<file path="src/rtl/uart_pkg.sv">
// Shared UART definitions: byte width, arbiter states and baud defaults
// for uart_tx / uart_rx and the transmit arbiter.
package uart_pkg;

  localparam int UART_BYTE_W = 8;
  localparam int BAUD_RATE   = 9600;
  localparam int CLOCK_FREQ  = 38400000;

  typedef enum logic {
    IDLE,
    LOCK
  } arb_state_t;

endpackage

</file>
<file path="src/rtl/uart_tx_arbiter_if.sv">
// Requester/transmitter bundle for uart_tx_arbiter; master is the
// producer/uart_tx side, slave is the arbiter.
interface uart_tx_arbiter_if #(
  parameter int NUM_REQ = 4
);
  import uart_pkg::*;

  logic [NUM_REQ-1:0]             req_valid;
  logic [NUM_REQ*UART_BYTE_W-1:0] req_data;
  logic [NUM_REQ-1:0]             req_last;
  logic [NUM_REQ-1:0]             req_ready;
  logic                           tx_valid;
  logic [UART_BYTE_W-1:0]         tx_data;
  logic                           tx_ready;
  logic                           gnt_valid;
  logic [2:0]                     gnt_id;

  modport master (
    output req_valid,
    output req_data,
    output req_last,
    output tx_ready,
    input  req_ready,
    input  tx_valid,
    input  tx_data,
    input  gnt_valid,
    input  gnt_id
  );

  modport slave (
    input  req_valid,
    input  req_data,
    input  req_last,
    input  tx_ready,
    output req_ready,
    output tx_valid,
    output tx_data,
    output gnt_valid,
    output gnt_id
  );

endinterface

</file>
<file path="src/rtl/uart_rr_pick.sv">
// Combinational round-robin picker: first set request at or above ptr,
// wrapping at NUM_REQ-1.
module uart_rr_pick #(
  parameter int NUM_REQ = 4
) (
  input  logic [NUM_REQ-1:0] req,
  input  logic [2:0]         ptr,
  output logic [2:0]         idx,
  output logic               any
);

  logic [7:0] req8;
  logic [3:0] j;

  // Scan from the far end so the closest candidate to ptr wins last.
  always_comb begin
    req8 = '0;
    req8[NUM_REQ-1:0] = req;
    idx = '0;
    any = 1'b0;
    j   = '0;
    for (int i = NUM_REQ - 1; i >= 0; i--) begin
      j = {1'b0, ptr} + 4'(i);
      if (j >= 4'(NUM_REQ)) begin
        j = j - 4'(NUM_REQ);
      end
      if (req8[j[2:0]]) begin
        idx = j[2:0];
        any = 1'b1;
      end
    end
  end

endmodule

</file>
<file path="src/rtl/uart_tx_arbiter.sv">
// Packet-granular round-robin arbiter sharing one uart_tx among NUM_REQ
// byte streams. Optional mid-packet idle timeout: UART_ARB_TIMEOUT_EN.
module uart_tx_arbiter
  import uart_pkg::*;
#(
  parameter int NUM_REQ        = 4,
  parameter int MAX_BYTES      = 64,
  parameter int TIMEOUT_CYCLES = 38400
) (
  input  logic              clk,
  input  logic              rst,
  uart_tx_arbiter_if.slave  bus
`ifdef UART_ARB_TIMEOUT_EN
  ,
  output logic              timeout_pulse
`endif
);

  if (NUM_REQ < 2 || NUM_REQ > 8 ||
      MAX_BYTES < 1 || MAX_BYTES > 255 ||
      TIMEOUT_CYCLES < 1 || TIMEOUT_CYCLES > 65535) begin : g_bad_cfg
    $error("uart_tx_arbiter: parameter out of range");
  end

  arb_state_t state;
  arb_state_t state_nxt;

  logic [2:0] rr_ptr;
  logic [2:0] gnt_id;
  logic [2:0] ptr_nxt;
  logic [2:0] pick_idx;
  logic       pick_any;
  logic [7:0] byte_cnt;

  logic [7:0]                        vld8;
  logic [7:0]                        lst8;
  logic [7:0]                        rdy8;
  logic [7:0][UART_BYTE_W-1:0]       dat8;

  logic xfer;
  logic hit_cap;
  logic idle_hit;
  logic release_lock;

  // Pad per-requester vectors to 8 so a 3-bit grant index is always legal.
  always_comb begin
    vld8 = '0;
    lst8 = '0;
    dat8 = '0;
    vld8[NUM_REQ-1:0] = bus.req_valid;
    lst8[NUM_REQ-1:0] = bus.req_last;
    for (int i = 0; i < NUM_REQ; i++) begin
      dat8[i] = bus.req_data[i*UART_BYTE_W +: UART_BYTE_W];
    end
  end

  uart_rr_pick #(
    .NUM_REQ (NUM_REQ)
  ) u_pick (
    .req (bus.req_valid),
    .ptr (rr_ptr),
    .idx (pick_idx),
    .any (pick_any)
  );

  assign ptr_nxt = (gnt_id == 3'(NUM_REQ - 1)) ? 3'd0 : gnt_id + 3'd1;
  assign xfer    = (state == LOCK) && vld8[gnt_id] && bus.tx_ready;
  assign hit_cap = ({1'b0, byte_cnt} + 9'd1) == 9'(MAX_BYTES);

`ifdef UART_ARB_TIMEOUT_EN
  logic [15:0] idle_cnt;

  assign idle_hit = (state == LOCK) && !vld8[gnt_id] &&
                    (({1'b0, idle_cnt} + 17'd1) == 17'(TIMEOUT_CYCLES));
  assign timeout_pulse = idle_hit;

  always_ff @(posedge clk or posedge rst) begin
    if (rst) begin
      idle_cnt <= '0;
    end else if (state != LOCK || xfer) begin
      idle_cnt <= '0;
    end else if (!vld8[gnt_id]) begin
      idle_cnt <= idle_cnt + 16'd1;
    end
  end
`else
  assign idle_hit = 1'b0;
`endif

  assign release_lock = (xfer && (lst8[gnt_id] || hit_cap)) || idle_hit;

  always_comb begin
    state_nxt    = state;
    rdy8         = '0;
    bus.tx_valid = 1'b0;
    bus.tx_data  = '0;
    unique case (state)
      IDLE: begin
        if (pick_any) begin
          state_nxt = LOCK;
        end
      end
      LOCK: begin
        bus.tx_valid = vld8[gnt_id];
        bus.tx_data  = vld8[gnt_id] ? dat8[gnt_id] : '0;
        rdy8[gnt_id] = bus.tx_ready;
        if (release_lock) begin
          state_nxt = IDLE;
        end
      end
      default: state_nxt = IDLE;
    endcase
    bus.req_ready = rdy8[NUM_REQ-1:0];
  end

  assign bus.gnt_valid = (state == LOCK);
  assign bus.gnt_id    = gnt_id;

  always_ff @(posedge clk or posedge rst) begin
    if (rst) begin
      state    <= IDLE;
      rr_ptr   <= '0;
      gnt_id   <= '0;
      byte_cnt <= '0;
    end else begin
      state <= state_nxt;
      if (state == IDLE && pick_any) begin
        gnt_id   <= pick_idx;
        byte_cnt <= '0;
      end else if (state == LOCK) begin
        if (xfer && byte_cnt != 8'hFF) begin
          byte_cnt <= byte_cnt + 8'd1;
        end
        if (release_lock) begin
          rr_ptr <= ptr_nxt;
        end
      end
    end
  end

endmodule

</file>
<file path="src/flat_wrapper.sv">
// flat-port wrapper written by rule: the top's interface ports become plain ports
module uart_tx_arbiter_flat import uart_pkg::*;
#(
  parameter int NUM_REQ        = 4,
  parameter int MAX_BYTES      = 64,
  parameter int TIMEOUT_CYCLES = 38400
)
  (clk, rst, bus_req_valid, bus_req_data, bus_req_last, bus_tx_ready, bus_req_ready, bus_tx_valid, bus_tx_data, bus_gnt_valid, bus_gnt_id);
  uart_tx_arbiter_if #(.NUM_REQ(NUM_REQ)) bus_i ();
  input  logic clk;
  input  logic rst;
  input wire logic [$bits(bus_i.req_valid)-1:0] bus_req_valid;
  input wire logic [$bits(bus_i.req_data)-1:0] bus_req_data;
  input wire logic [$bits(bus_i.req_last)-1:0] bus_req_last;
  input wire logic [$bits(bus_i.tx_ready)-1:0] bus_tx_ready;
  output wire logic [$bits(bus_i.req_ready)-1:0] bus_req_ready;
  output wire logic [$bits(bus_i.tx_valid)-1:0] bus_tx_valid;
  output wire logic [$bits(bus_i.tx_data)-1:0] bus_tx_data;
  output wire logic [$bits(bus_i.gnt_valid)-1:0] bus_gnt_valid;
  output wire logic [$bits(bus_i.gnt_id)-1:0] bus_gnt_id;
  assign bus_i.req_valid = bus_req_valid;
  assign bus_i.req_data = bus_req_data;
  assign bus_i.req_last = bus_req_last;
  assign bus_i.tx_ready = bus_tx_ready;
  assign bus_req_ready = bus_i.req_ready;
  assign bus_tx_valid = bus_i.tx_valid;
  assign bus_tx_data = bus_i.tx_data;
  assign bus_gnt_valid = bus_i.gnt_valid;
  assign bus_gnt_id = bus_i.gnt_id;
  uart_tx_arbiter #(.NUM_REQ(NUM_REQ), .MAX_BYTES(MAX_BYTES), .TIMEOUT_CYCLES(TIMEOUT_CYCLES)) u_core (.clk(clk), .rst(rst), .bus(bus_i));
endmodule
</file>
<file path="config.mk">
export PLATFORM = sky130hd
export DESIGN_NAME = uart_tx_arbiter_flat
export DESIGN_NICKNAME = d
export VERILOG_FILES = /design/src/rtl/uart_pkg.sv /design/src/rtl/uart_tx_arbiter_if.sv /design/src/rtl/uart_rr_pick.sv /design/src/rtl/uart_tx_arbiter.sv /design/src/flat_wrapper.sv
export SDC_FILE = /design/constraint.sdc
export NUM_CORES = 1
export LEC_CHECK = 0
export CELL_PAD_IN_SITES_DETAIL_PLACEMENT = 1
export CELL_PAD_IN_SITES_GLOBAL_PLACEMENT = 1
export CORE_ASPECT_RATIO = 1.5
export CORE_MARGIN = 10
export CORE_UTILIZATION = 25
export CTS_CLUSTER_DIAMETER = 60
export DETAILED_ROUTE_END_ITERATION = 16
export GPL_ROUTABILITY_DRIVEN = 0
export PLACE_DENSITY = 0.69
export SYNTH_ARGS = -nofsm -noshare
export SYNTH_HDL_FRONTEND = slang
export SYNTH_SLANG_ARGS = --single-unit
</file>
<file path="constraint.sdc">
create_clock -name clk -period 2.73 [get_ports clk]
set_input_delay 0.546 -clock clk [delete_from_list [all_inputs] [get_ports clk]]
set_output_delay 0.546 -clock clk [all_outputs]
set_load 0.05 [all_outputs]
</file>
==> results_tabular.tex, run 1 <==
\begin{tabular}{lr}
\hline
Metric & Value \\
\hline
\multicolumn{2}{l}{\textbf{Routing}} \\
1st-pass router iterations & 4 \\
Vias & 1609 \\
Final Routed Wirelength & around 5600 um \\
Antenna-violating nets left & 0 \\
Vias/cell & 5.33 \\
Starting DRC count in detailed routing & 45 \\
Number of remaining DRC errors & 0 \\
Routed wirelength normalized by instance count & roughly 18 um \\
\multicolumn{2}{l}{\textbf{Die}} \\
Vert. Die Dim & 119 um \\
Area inside the core boundary & a little over 0.006 mm2 \\
Die Outline Area & 0.0102 mm2 \\
Die Wd & 85.7 um \\
Initial standard-cell utilization of the core & 0.260 \\
Number of I/O pins & 60 \\
Cell row count & 35 \\
\multicolumn{2}{l}{\textbf{Clock network}} \\
Clock insertion delay at the later pin of the skew report & 0.25 ns \\
CTS H-Tree Depth & 1 \\
Clock tree buffer depth & 2 \\
Inserted Clock Buffers & 3 \\
Resized Gates After CTS & 0 \\
CTS Root Buffer Type & sky130\_fd\_sc\_hd\_\_clkbuf\_8 \\
Sink count of the clock tree & 15 \\
Clock tree from TritonCTS & done \\
Count of buffers added by post-CTS timing repair for setup & 0 \\
Clock-pin slew reported for the worst setup and hold paths after clock tree synthesis & roughly 0.060 ns \\
Count of hold-fix buffers inserted at cts & 0 \\
\multicolumn{2}{l}{\textbf{Critical path}} \\
Critical path arrival & slightly above 2 ns \\
Crit Path Max Fanout & 10 \\
CP Class & input port to output port \\
Worst EP required & 2.18 ns \\
Critical Path Start Type & input port \\
Type of destination of the critical path & output port \\
\multicolumn{2}{l}{\textbf{Timing}} \\
Upper clock frequency limit & 0.385 GHz \\
Smallest hold slack & around 0.59 ns \\
Final setup skew & approximately 0.001 ns \\
RSZ-0062 raised after global routing & no \\
Measured slew at the worst slew-check pin & 0.587 ns \\
Post-Route Setup TNS & 0 ns \\
Number of hold violations in the final report & 0 \\
Final min period & $\sim$2.6 ns \\
Final worst-path cycle share & 0.951 \\
Setup-failing EPs final & 0 \\
Slew margin rel. & 0.608 \\
Count of pins over their slew limit & 0 \\
\multicolumn{2}{l}{\textbf{Synth}} \\
Syn\_nets & about 220 \\
Summed instance area of the synthesized netlist & 0.00162 mm2 \\
Predominant post-synthesis flop cell & sky130\_fd\_sc\_hd\_\_dfrtp\_1 \\
Top area cells in the synthesized netlist & sky130\_fd\_sc\_hd\_\_dfrtp\_1, sky130\_fd\_sc\_hd\_\_mux4\_2, sky130\_fd\_sc\_hd\_\_mux2i\_1 \\
Post-Syn Instances & $\sim$170 \\
Fraction of registers with async set or reset after synthesis & 1.00 \\
Portion of synthesized cell area occupied by the leading cell type & 0.232 \\
Synthesized area per cell & approximately 9.7 um2 \\
Leading cell type by number of instances after synthesis & sky130\_fd\_sc\_hd\_\_dfrtp\_1 \\
Number of synthesized flops with an enable pin & 0 \\
Count of synthesis-stage warnings from yosys & 0 \\
Post-synthesis register bit count & 15 \\
Seq/Total Area, Yosys & 0.232 \\
Top cell types by occurrence after synthesis & sky130\_fd\_sc\_hd\_\_dfrtp\_1, sky130\_fd\_sc\_hd\_\_nor2\_1, sky130\_fd\_sc\_hd\_\_nand2\_1 \\
Post-synth cell types & 55 \\
Cell type contributing the most total cell area after synthesis & sky130\_fd\_sc\_hd\_\_dfrtp\_1 \\
\multicolumn{2}{l}{\textbf{Min path}} \\
Worst hold path class & register to register \\
\multicolumn{2}{l}{\textbf{Global routing}} \\
Pin count of the biggest net entering global routing & 16 \\
Initial antenna violation count & 0 \\
Global-route wire length before repair & between 9000 and 10000 um \\
Vias in the first global route & roughly 1700 \\
GR Util All Layers & 0.109 \\
Residual overflow from global routing & 0 \\
\multicolumn{2}{l}{\textbf{Layout}} \\
Antenna cell count & 0 \\
Final cell count without fillers & between 300 and 400 \\
Area occupied by registers & roughly 380 um2 \\
Nets & 277 \\
Multi-input combinational cell area & $\sim$0.0011 mm2 \\
Utilization after layout & 0.379 \\
Filler Cell Count & approximately 730 \\
Area growth from synthesis to final layout & 45.6\% \\
Proportion of layout cells with a drive suffix above 1 & 0.211 \\
\multicolumn{2}{l}{\textbf{Power}} \\
Power density normalized to cell area & between 900 and 1000 mW/mm2 \\
Net switching power figure & around 1.1 mW \\
Switching power share of the total & 0.505 \\
Internal & approximately 1.1 mW \\
Maximum vdd ir drop & $\sim$0.33 mV \\
Logic gate share of total power & 0.760 \\
Clock group share of total power & 0.085 \\
Static power due to leakage & between 0.9 and 1 nW \\
Overall power after layout & 2.17 mW \\
Fraction of power consumed by sequential logic & 0.155 \\
\multicolumn{2}{l}{\textbf{Placed design}} \\
Number of placed instances with taps included & 298 \\
Detailed Place HPWL & approximately 4600 um \\
Port-buffer cells & just under 60 \\
\multicolumn{2}{l}{\textbf{Outcome}} \\
Run status & finished, final reports clean \\
\multicolumn{2}{l}{\textbf{Run}} \\
Reported max-cap violation count & 0 \\
\hline
\end{tabular}
## worst max-delay path, stage by stage
cell and delay [ns]:
sky130_fd_sc_hd__clkdlybuf4s50_1 0.49, sky130_fd_sc_hd__mux4_2 0.62, sky130_fd_sc_hd__and3_1 0.20, sky130_fd_sc_hd__buf_4 0.19
## cells by family (layout without fill, tap and decap cells)
logic type	after synthesis	in the layout	synth area share
DFF	15	15	0.232
and+or+nand+nor	70	70	0.252
buffers and inverters	18	79	0.0673
muxes	20	20	0.206
xor gates and xnor gates	8	8	0.0433
AOI/OAI and AO/OA	31	31	0.161
adders and majority gates	5	5	0.0387
## cells in the final DEF, fill, tap and decap left out, types with 5 or more instances in the layout
cell type	count
sky130_fd_sc_hd__and3_1	10
sky130_fd_sc_hd__clkdlybuf4s50_1	45
sky130_fd_sc_hd__mux4_2	10
sky130_fd_sc_hd__buf_4	20
sky130_fd_sc_hd__nand2_1	11
sky130_fd_sc_hd__dfrtp_1	15
sky130_fd_sc_hd__and2_1	5
sky130_fd_sc_hd__ha_1	5
sky130_fd_sc_hd__nor2_1	12
sky130_fd_sc_hd__xor2_1	6
sky130_fd_sc_hd__nor2b_1	5
sky130_fd_sc_hd__mux2i_1	7
## area by class of cell
class / instances / share of cell area
tap: 74 / 0.0393
clock buffer: 4 / 0.0191
sequential: 15 / 0.159
inverter: 6 / 0.00956
timing repair buffer: 69 / 0.289
multi-input combinational: 134 / 0.484
## power by group through the flow
stage	Sequential, mW	Combinational, mW	Clock (mW)
after CTS	0.337	1.67	0.194
after detailed placement	0.341	1.66	0
after global placement	0.339	1.64	0
after global routing	0.346	1.78	0.200
final	0.336	1.65	0.185
after floorplan	0.394	1.13	0
## through the flow
step,instance area (um2),setup slack (ns)
after detailed placement,2310,0.126
after global placement,2310,0.186
final,2350,0.135
after floorplan,1620,0.234
after CTS,2350,0.131
after global routing,2350,0.0847
## flip-flops by register name, indices dropped and copies added, names as in the netlist
| signal | flops |
|---|---|
| u_core.bus.gnt_valid | 1 |
| u_core.bus.gnt_id | 3 |
| u_core.byte_cnt | 8 |
| u_core.rr_ptr | 3 |
## metal layers
metal	vias to the layer above	GRT usage	part of all wire
met1	809	0.113	0.36
met5	-	0	0
met2	29	0.213	0.59
met4	0	0.0289	0.014
li1	764	-	-
met3	7	0.0179	0.034
## path summary, 6_finish.rpt
kind	slack, ns	start	cells after the start	end
setup / recovery	0.13	bus_req_valid[0]	4	bus_tx_data[6]
hold / removal	0.59	u_core.rr_ptr[2]	1	u_core.rr_ptr[2]
setup reg to reg	0.32	u_core.rr_ptr[1]	7	u_core.bus.gnt_valid
hold reg to reg	0.59	u_core.rr_ptr[2]	1	u_core.rr_ptr[2]
max in group asynchronous	1.69	rst	2	u_core.rr_ptr[2]
min in group asynchronous	0.65	rst	2	u_core.rr_ptr[1]
(Power assumes the default switching activity.)
==> inputs of run 2 (changes only) <==
clock period = 2.75 ns   (was 2.73 ns; I/O delays follow)
==> results_tabular.tex, run 2 (synthesis results as in run 1) <==
\begin{tabular}{lr}
\hline
Metric & Value \\
\hline
\multicolumn{2}{l}{\textbf{Placed design}} \\
Port-buffer cells & 59 (unchanged) \\
Detailed Place HPWL & 4520 um (was 4600 um) \\
Cell area after placement & 0.00231 mm2 (unchanged) \\
Number of placed instances with taps included & 298 (unchanged) \\
\multicolumn{2}{l}{\textbf{Power}} \\
Power density normalized to cell area & 913 mW/mm2 (was 921 mW/mm2) \\
Maximum vdd ir drop & 0.347 mV (was 0.334 mV) \\
Static power due to leakage & 0.983 nW (unchanged) \\
\multicolumn{2}{l}{\textbf{Layout}} \\
Antenna cell count & 0 (unchanged) \\
Area growth from synthesis to final layout & 45.6\% (unchanged) \\
Largest registers ranked by flip-flop count & u\_core.byte\_cnt: 8 flops, u\_core.bus.gnt\_id: 3 flops, u\_core.rr\_ptr: 3 flops (unchanged) \\
Register ranked first by flip-flop count & u\_core.byte\_cnt (unchanged) \\
Nets & 277 (unchanged) \\
Final cell count without fillers & 302 (unchanged) \\
Flip-flop count of the largest register, all copies and words added & 8 (unchanged) \\
Fin area & 0.00235 mm2 (unchanged) \\
Leading cell type in the layout, fill and taps excluded & sky130\_fd\_sc\_hd\_\_clkdlybuf4s50\_1 (unchanged) \\
Proportion of layout cells with a drive suffix above 1 & 0.211 (unchanged) \\
Commonest non-fill, non-tap cells in the layout & sky130\_fd\_sc\_hd\_\_clkdlybuf4s50\_1, sky130\_fd\_sc\_hd\_\_buf\_4, sky130\_fd\_sc\_hd\_\_dfrtp\_1 (unchanged) \\
\multicolumn{2}{l}{\textbf{Critical path}} \\
Type of destination of the critical path & output port (unchanged) \\
CP Class & input port to output port (unchanged) \\
Cell depth of the worst flop-to-flop path & 7 (unchanged) \\
Critical Path Start Type & input port (unchanged) \\
Crit Path Max Fanout & 10 (unchanged) \\
Critical path arrival & 2.05 ns (about the same) \\
Worst EP required & 2.20 ns (was 2.18 ns) \\
\multicolumn{2}{l}{\textbf{Die}} \\
Area inside the core boundary & 0.00622 mm2 (unchanged) \\
Initial standard-cell utilization of the core & 0.260 (unchanged) \\
Die Wd & 85.7 um (unchanged) \\
Vert. Die Dim & 119 um (unchanged) \\
Number of I/O pins & 60 (unchanged) \\
Cell row count & 35 (unchanged) \\
Die Outline Area & 0.0102 mm2 (unchanged) \\
\multicolumn{2}{l}{\textbf{Clock network}} \\
Count of buffers added by post-CTS timing repair for setup & 0 (unchanged) \\
CTS Root Buffer Type & sky130\_fd\_sc\_hd\_\_clkbuf\_8 (unchanged) \\
Resized Gates After CTS & 0 (unchanged) \\
Clock-pin slew reported for the worst setup and hold paths after clock tree synthesis & 0.06 ns (about the same) \\
Inserted Clock Buffers & 3 (unchanged) \\
Clock insertion delay at the later pin of the skew report & 0.25 ns (about the same) \\
Clock tree buffer depth & 2 (unchanged) \\
Clock tree from TritonCTS & done (unchanged) \\
Count of hold-fix buffers inserted at cts & 0 (unchanged) \\
CTS H-Tree Depth & 1 (unchanged) \\
Sink count of the clock tree & 15 (unchanged) \\
\multicolumn{2}{l}{\textbf{Timing}} \\
Slew margin rel. & 0.607 (was 0.608) \\
Setup-failing EPs final & 0 (unchanged) \\
Post-Route Setup TNS & 0 ns (unchanged) \\
Count of pins over their slew limit & 0 (unchanged) \\
Smallest hold slack & 0.603 ns (was 0.592 ns) \\
Upper clock frequency limit & $\sim$0.38 GHz \\
Final setup skew & 0.00225 ns (was 0.000994 ns) \\
Measured slew at the worst slew-check pin & 0.589 ns (was 0.587 ns) \\
Final worst-path cycle share & 0.947 \\
RSZ-0062 raised after global routing & no (unchanged) \\
Final min period & about 2.6 ns \\
Number of hold violations in the final report & 0 (unchanged) \\
\multicolumn{2}{l}{\textbf{Min path}} \\
Worst hold path class & register to register (unchanged) \\
Number of cells traversed by the worst hold path & 1 (unchanged) \\
\multicolumn{2}{l}{\textbf{Global routing}} \\
Global-route wire length before repair & 9060 um (was 9070 um) \\
Pin count of the biggest net entering global routing & 16 (unchanged) \\
Residual overflow from global routing & 0 (unchanged) \\
Vias in the first global route & 1738 (was 1748) \\
GR Util All Layers & 0.107 (was 0.109) \\
Initial antenna violation count & 0 (unchanged) \\
\multicolumn{2}{l}{\textbf{Routing}} \\
Routed wirelength normalized by instance count & 18.1 um (was 18.5 um) \\
Antenna-violating nets left & 0 (unchanged) \\
Vias/cell & 5.14 (was 5.33) \\
Starting DRC count in detailed routing & 100 (was 45) \\
Vias & 1551 (was 1609) \\
1st-pass router iterations & 4 (unchanged) \\
Final Routed Wirelength & 5460 um (was 5570 um) \\
Number of remaining DRC errors & 0 (unchanged) \\
\multicolumn{2}{l}{\textbf{Run}} \\
Reported max-cap violation count & 0 (unchanged) \\
\multicolumn{2}{l}{\textbf{Outcome}} \\
Run status & finished, final reports clean (unchanged) \\
\hline
\end{tabular}
run 2: through the flow:
step / setup slack, ns / utilization / power, mW
floorplan: 0.250 / - / 1.52
global placement: 0.197 / 0.371 / 1.96
detailed placement: 0.144 / 0.371 / 1.99
CTS: 0.135 / 0.379 / 2.17
global route: 0.0819 / 0.379 / 2.31
finish: 0.145 / 0.379 / 2.15
run 2: path summary, 6_finish.rpt:
check | from | endpoint | slack (ns)
max | bus_req_valid[0] | bus_tx_data[5] | 0.15
min | u_core.bus.gnt_id[2] | u_core.bus.gnt_id[2] | 0.60
max reg2reg | u_core.rr_ptr[1] | u_core.bus.gnt_id[1] | 0.36
min reg2reg | u_core.bus.gnt_id[2] | u_core.bus.gnt_id[2] | 0.60
max in group asynchronous | rst | u_core.bus.gnt_id[0] | 1.70
min in group asynchronous | rst | u_core.rr_ptr[1] | 0.66
run 2: area by class of cell:
| type | count | area (um2) |
|---|---|---|
| multi-input combinational | 134 | 1140 |
| tap | 74 | 92.6 |
| fill | 730 | 3860 |
| timing repair buffer | 69 | 681 |
| clock buffer | 4 | 45.0 |
| inverter | 6 | 22.5 |
| sequential | 15 | 375 |
run 2: worst max-delay path: stages:
cell and delay, ns:
sky130_fd_sc_hd__clkdlybuf4s50_1 0.50, sky130_fd_sc_hd__mux4_2 0.62, sky130_fd_sc_hd__and3_1 0.20, sky130_fd_sc_hd__buf_4 0.19
run 2: where the power goes:
| part | switching [mW] | leakage (nW) | internal (mW) | total [mW] |
|---|---|---|---|---|
| Sequential | 0.0687 | 0.190 | 0.265 | 0.334 |
| Combinational | 0.935 | 0.770 | 0.698 | 1.63 |
| Clock | 0.0802 | 0.0228 | 0.103 | 0.183 |
run 2: per-layer routing:
layer | vias to the layer above | GRT usage | part of all wire
li1 | 759 | - | -
met2 | 21 | 0.208 | 0.59
met3 | 4 | 0.0206 | 0.038
met4 | 0 | 0.0227 | 0.0066
met5 | - | 0 | 0
met1 | 767 | 0.112 | 0.37
==> inputs of run 3 (changes only) <==
MAX_ROUTING_LAYER = met4   (was not set)
TNS_END_PERCENT = 100   (was not set)
==> results_tabular.tex, run 3 (synthesis results as in run 1) <==
\begin{tabular}{lr}
\hline
Metric & Value \\
\hline
\multicolumn{2}{l}{\textbf{Timing}} \\
Final worst-path setup slack & 0.139 ns (was 0.145 ns) \\
Upper clock frequency limit & 0.383 GHz (was 0.384 GHz) \\
Final min period & 2.61 ns (was 2.60 ns) \\
Final worst-path cycle share & 0.949 (was 0.947) \\
Smallest hold slack & 0.605 ns (was 0.603 ns) \\
Slew margin rel. & 0.608 (was 0.607) \\
Setup-failing EPs final & 0 (unchanged) \\
Post-Route Setup TNS & 0 ns (unchanged) \\
Final setup skew & 0.00254 ns (was 0.00225 ns) \\
RSZ-0062 raised after global routing & no (unchanged) \\
Number of hold violations in the final report & 0 (unchanged) \\
Measured slew at the worst slew-check pin & 0.587 ns (was 0.589 ns) \\
Count of pins over their slew limit & 0 (unchanged) \\
\multicolumn{2}{l}{\textbf{Routing}} \\
Antenna-violating nets left & 0 (unchanged) \\
1st-pass router iterations & 5 (was 4) \\
Vias & 1558 (was 1551) \\
Routed wirelength normalized by instance count & 18.0 um (was 18.1 um) \\
Vias/cell & 5.16 (was 5.14) \\
Number of remaining DRC errors & 0 (unchanged) \\
Final Routed Wirelength & 5440 um (was 5460 um) \\
Starting DRC count in detailed routing & 95 (was 100) \\
\multicolumn{2}{l}{\textbf{Die}} \\
Cell row count & 35 (unchanged) \\
Initial standard-cell utilization of the core & 0.260 (unchanged) \\
Die Wd & 85.7 um (unchanged) \\
Die Outline Area & 0.0102 mm2 (unchanged) \\
Number of I/O pins & 60 (unchanged) \\
Area inside the core boundary & 0.00622 mm2 (unchanged) \\
Vert. Die Dim & 119 um (unchanged) \\
\multicolumn{2}{l}{\textbf{Layout}} \\
Largest registers ranked by flip-flop count & u\_core.byte\_cnt: 8 flops, u\_core.bus.gnt\_id: 3 flops, u\_core.rr\_ptr: 3 flops (unchanged) \\
Antenna cell count & 0 (unchanged) \\
Fin area & 0.00235 mm2 (unchanged) \\
Flip-flop count of the largest register, all copies and words added & 8 (unchanged) \\
Area occupied by registers & 375 um2 (unchanged) \\
Nets & 277 (unchanged) \\
Multi-input combinational cell area & 0.00114 mm2 (unchanged) \\
Leading cell type in the layout, fill and taps excluded & sky130\_fd\_sc\_hd\_\_clkdlybuf4s50\_1 (unchanged) \\
Filler Cell Count & 730 (unchanged) \\
Proportion of layout cells with a drive suffix above 1 & 0.211 (unchanged) \\
Area growth from synthesis to final layout & 45.6\% (unchanged) \\
Commonest non-fill, non-tap cells in the layout & sky130\_fd\_sc\_hd\_\_clkdlybuf4s50\_1, sky130\_fd\_sc\_hd\_\_buf\_4, sky130\_fd\_sc\_hd\_\_dfrtp\_1 (unchanged) \\
Register ranked first by flip-flop count & u\_core.byte\_cnt (unchanged) \\
\multicolumn{2}{l}{\textbf{Power}} \\
Static power due to leakage & 0.983 nW (unchanged) \\
Power density normalized to cell area & 912 mW/mm2 (was 913 mW/mm2) \\
Maximum vdd ir drop & 0.347 mV (about the same) \\
\multicolumn{2}{l}{\textbf{Clock network}} \\
Clock-pin slew reported for the worst setup and hold paths after clock tree synthesis & 0.06 ns (about the same) \\
Clock tree buffer depth & 2 (unchanged) \\
Inserted Clock Buffers & 3 (unchanged) \\
Clock tree from TritonCTS & done (unchanged) \\
Clock insertion delay at the later pin of the skew report & 0.25 ns (about the same) \\
Resized Gates After CTS & 0 (unchanged) \\
CTS Root Buffer Type & sky130\_fd\_sc\_hd\_\_clkbuf\_8 (unchanged) \\
Sink count of the clock tree & 15 (unchanged) \\
Count of buffers added by post-CTS timing repair for setup & 0 (unchanged) \\
CTS H-Tree Depth & 1 (unchanged) \\
Count of hold-fix buffers inserted at cts & 0 (unchanged) \\
\multicolumn{2}{l}{\textbf{Critical path}} \\
Buffering stage count on the worst path with inverters included & 2 (unchanged) \\
Cell chain of the critical path & clkdlybuf4s50\_1 > mux4\_2 > and3\_1 > buf\_4 (unchanged) \\
Crit Path Max Fanout & 10 (unchanged) \\
Max incr delay on CP & 0.62 ns (about the same) \\
Cell with the biggest individual delay on the critical path & sky130\_fd\_sc\_hd\_\_mux4\_2 (unchanged) \\
Type of destination of the critical path & output port (unchanged) \\
Critical Path Start Type & input port (unchanged) \\
CP Class & input port to output port (unchanged) \\
Worst EP required & 2.20 ns (about the same) \\
Critical path arrival & 2.06 ns (was 2.05 ns) \\
Top Family by Delay on Critical Path & buffers and inverters (unchanged) \\
\multicolumn{2}{l}{\textbf{Global routing}} \\
GR Util All Layers & 0.110 (was 0.107) \\
Initial antenna violation count & 0 (unchanged) \\
Pin count of the biggest net entering global routing & 16 (unchanged) \\
Vias in the first global route & 1737 (was 1738) \\
Global-route wire length before repair & 9070 um (was 9060 um) \\
Residual overflow from global routing & 0 (unchanged) \\
\multicolumn{2}{l}{\textbf{Run}} \\
Reported max-cap violation count & 0 (unchanged) \\
\multicolumn{2}{l}{\textbf{Outcome}} \\
Run status & finished, final reports clean (unchanged) \\
\multicolumn{2}{l}{\textbf{Placed design}} \\
Port-buffer cells & 59 (unchanged) \\
Cell area after placement & 0.00231 mm2 (unchanged) \\
Detailed Place HPWL & 4520 um (unchanged) \\
Worst setup slack before clock tree synthesis & 0.144 ns (unchanged) \\
\multicolumn{2}{l}{\textbf{Min path}} \\
Worst hold path class & register to register (unchanged) \\
\hline
\end{tabular}
## run 3: final timing paths
check | start | cells past startpoint | slack [ns] | to
setup / recovery | bus_req_valid[0] | 4 | 0.14 | bus_tx_data[5]
hold / removal | u_core.rr_ptr[2] | 1 | 0.60 | u_core.rr_ptr[2]
setup reg to reg | u_core.rr_ptr[1] | 7 | 0.34 | u_core.bus.gnt_id[1]
hold reg to reg | u_core.rr_ptr[2] | 1 | 0.60 | u_core.rr_ptr[2]
max in group asynchronous | rst | 2 | 1.70 | u_core.bus.gnt_id[1]
min in group asynchronous | rst | 2 | 0.66 | u_core.rr_ptr[1]
## run 3: routing by layer
metal,share of wire,up-vias,GRT usage
li1,-,758,-
met2,0.59,29,0.207
met5,0,-,-
met4,0.0066,0,0.0227
met3,0.039,4,0.0192
met1,0.36,767,0.115
## run 3: per-stage QoR
| stage | instances | util | power (mW) |
|---|---|---|---|
| floorplan | 167 | - | 1.52 |
| global placement | 298 | 0.371 | 1.96 |
| detailed placement | 298 | 0.371 | 1.99 |
| CTS | 302 | 0.379 | 2.17 |
| global route | 302 | 0.379 | 2.31 |
| finish | 302 | 0.379 | 2.15 |
## run 3: power by group
part	internal, mW	switching, mW
logic	0.698	0.934
clock network	0.103	0.0800
registers	0.265	0.0683
## run 3: cell type report
cell class,count,share of cell area
well taps,74,0.0393
repair buffers,69,0.289
flip-flops and latches,15,0.159
multi-input cells,134,0.484
inverters,6,0.00956
clock buffers,4,0.0191
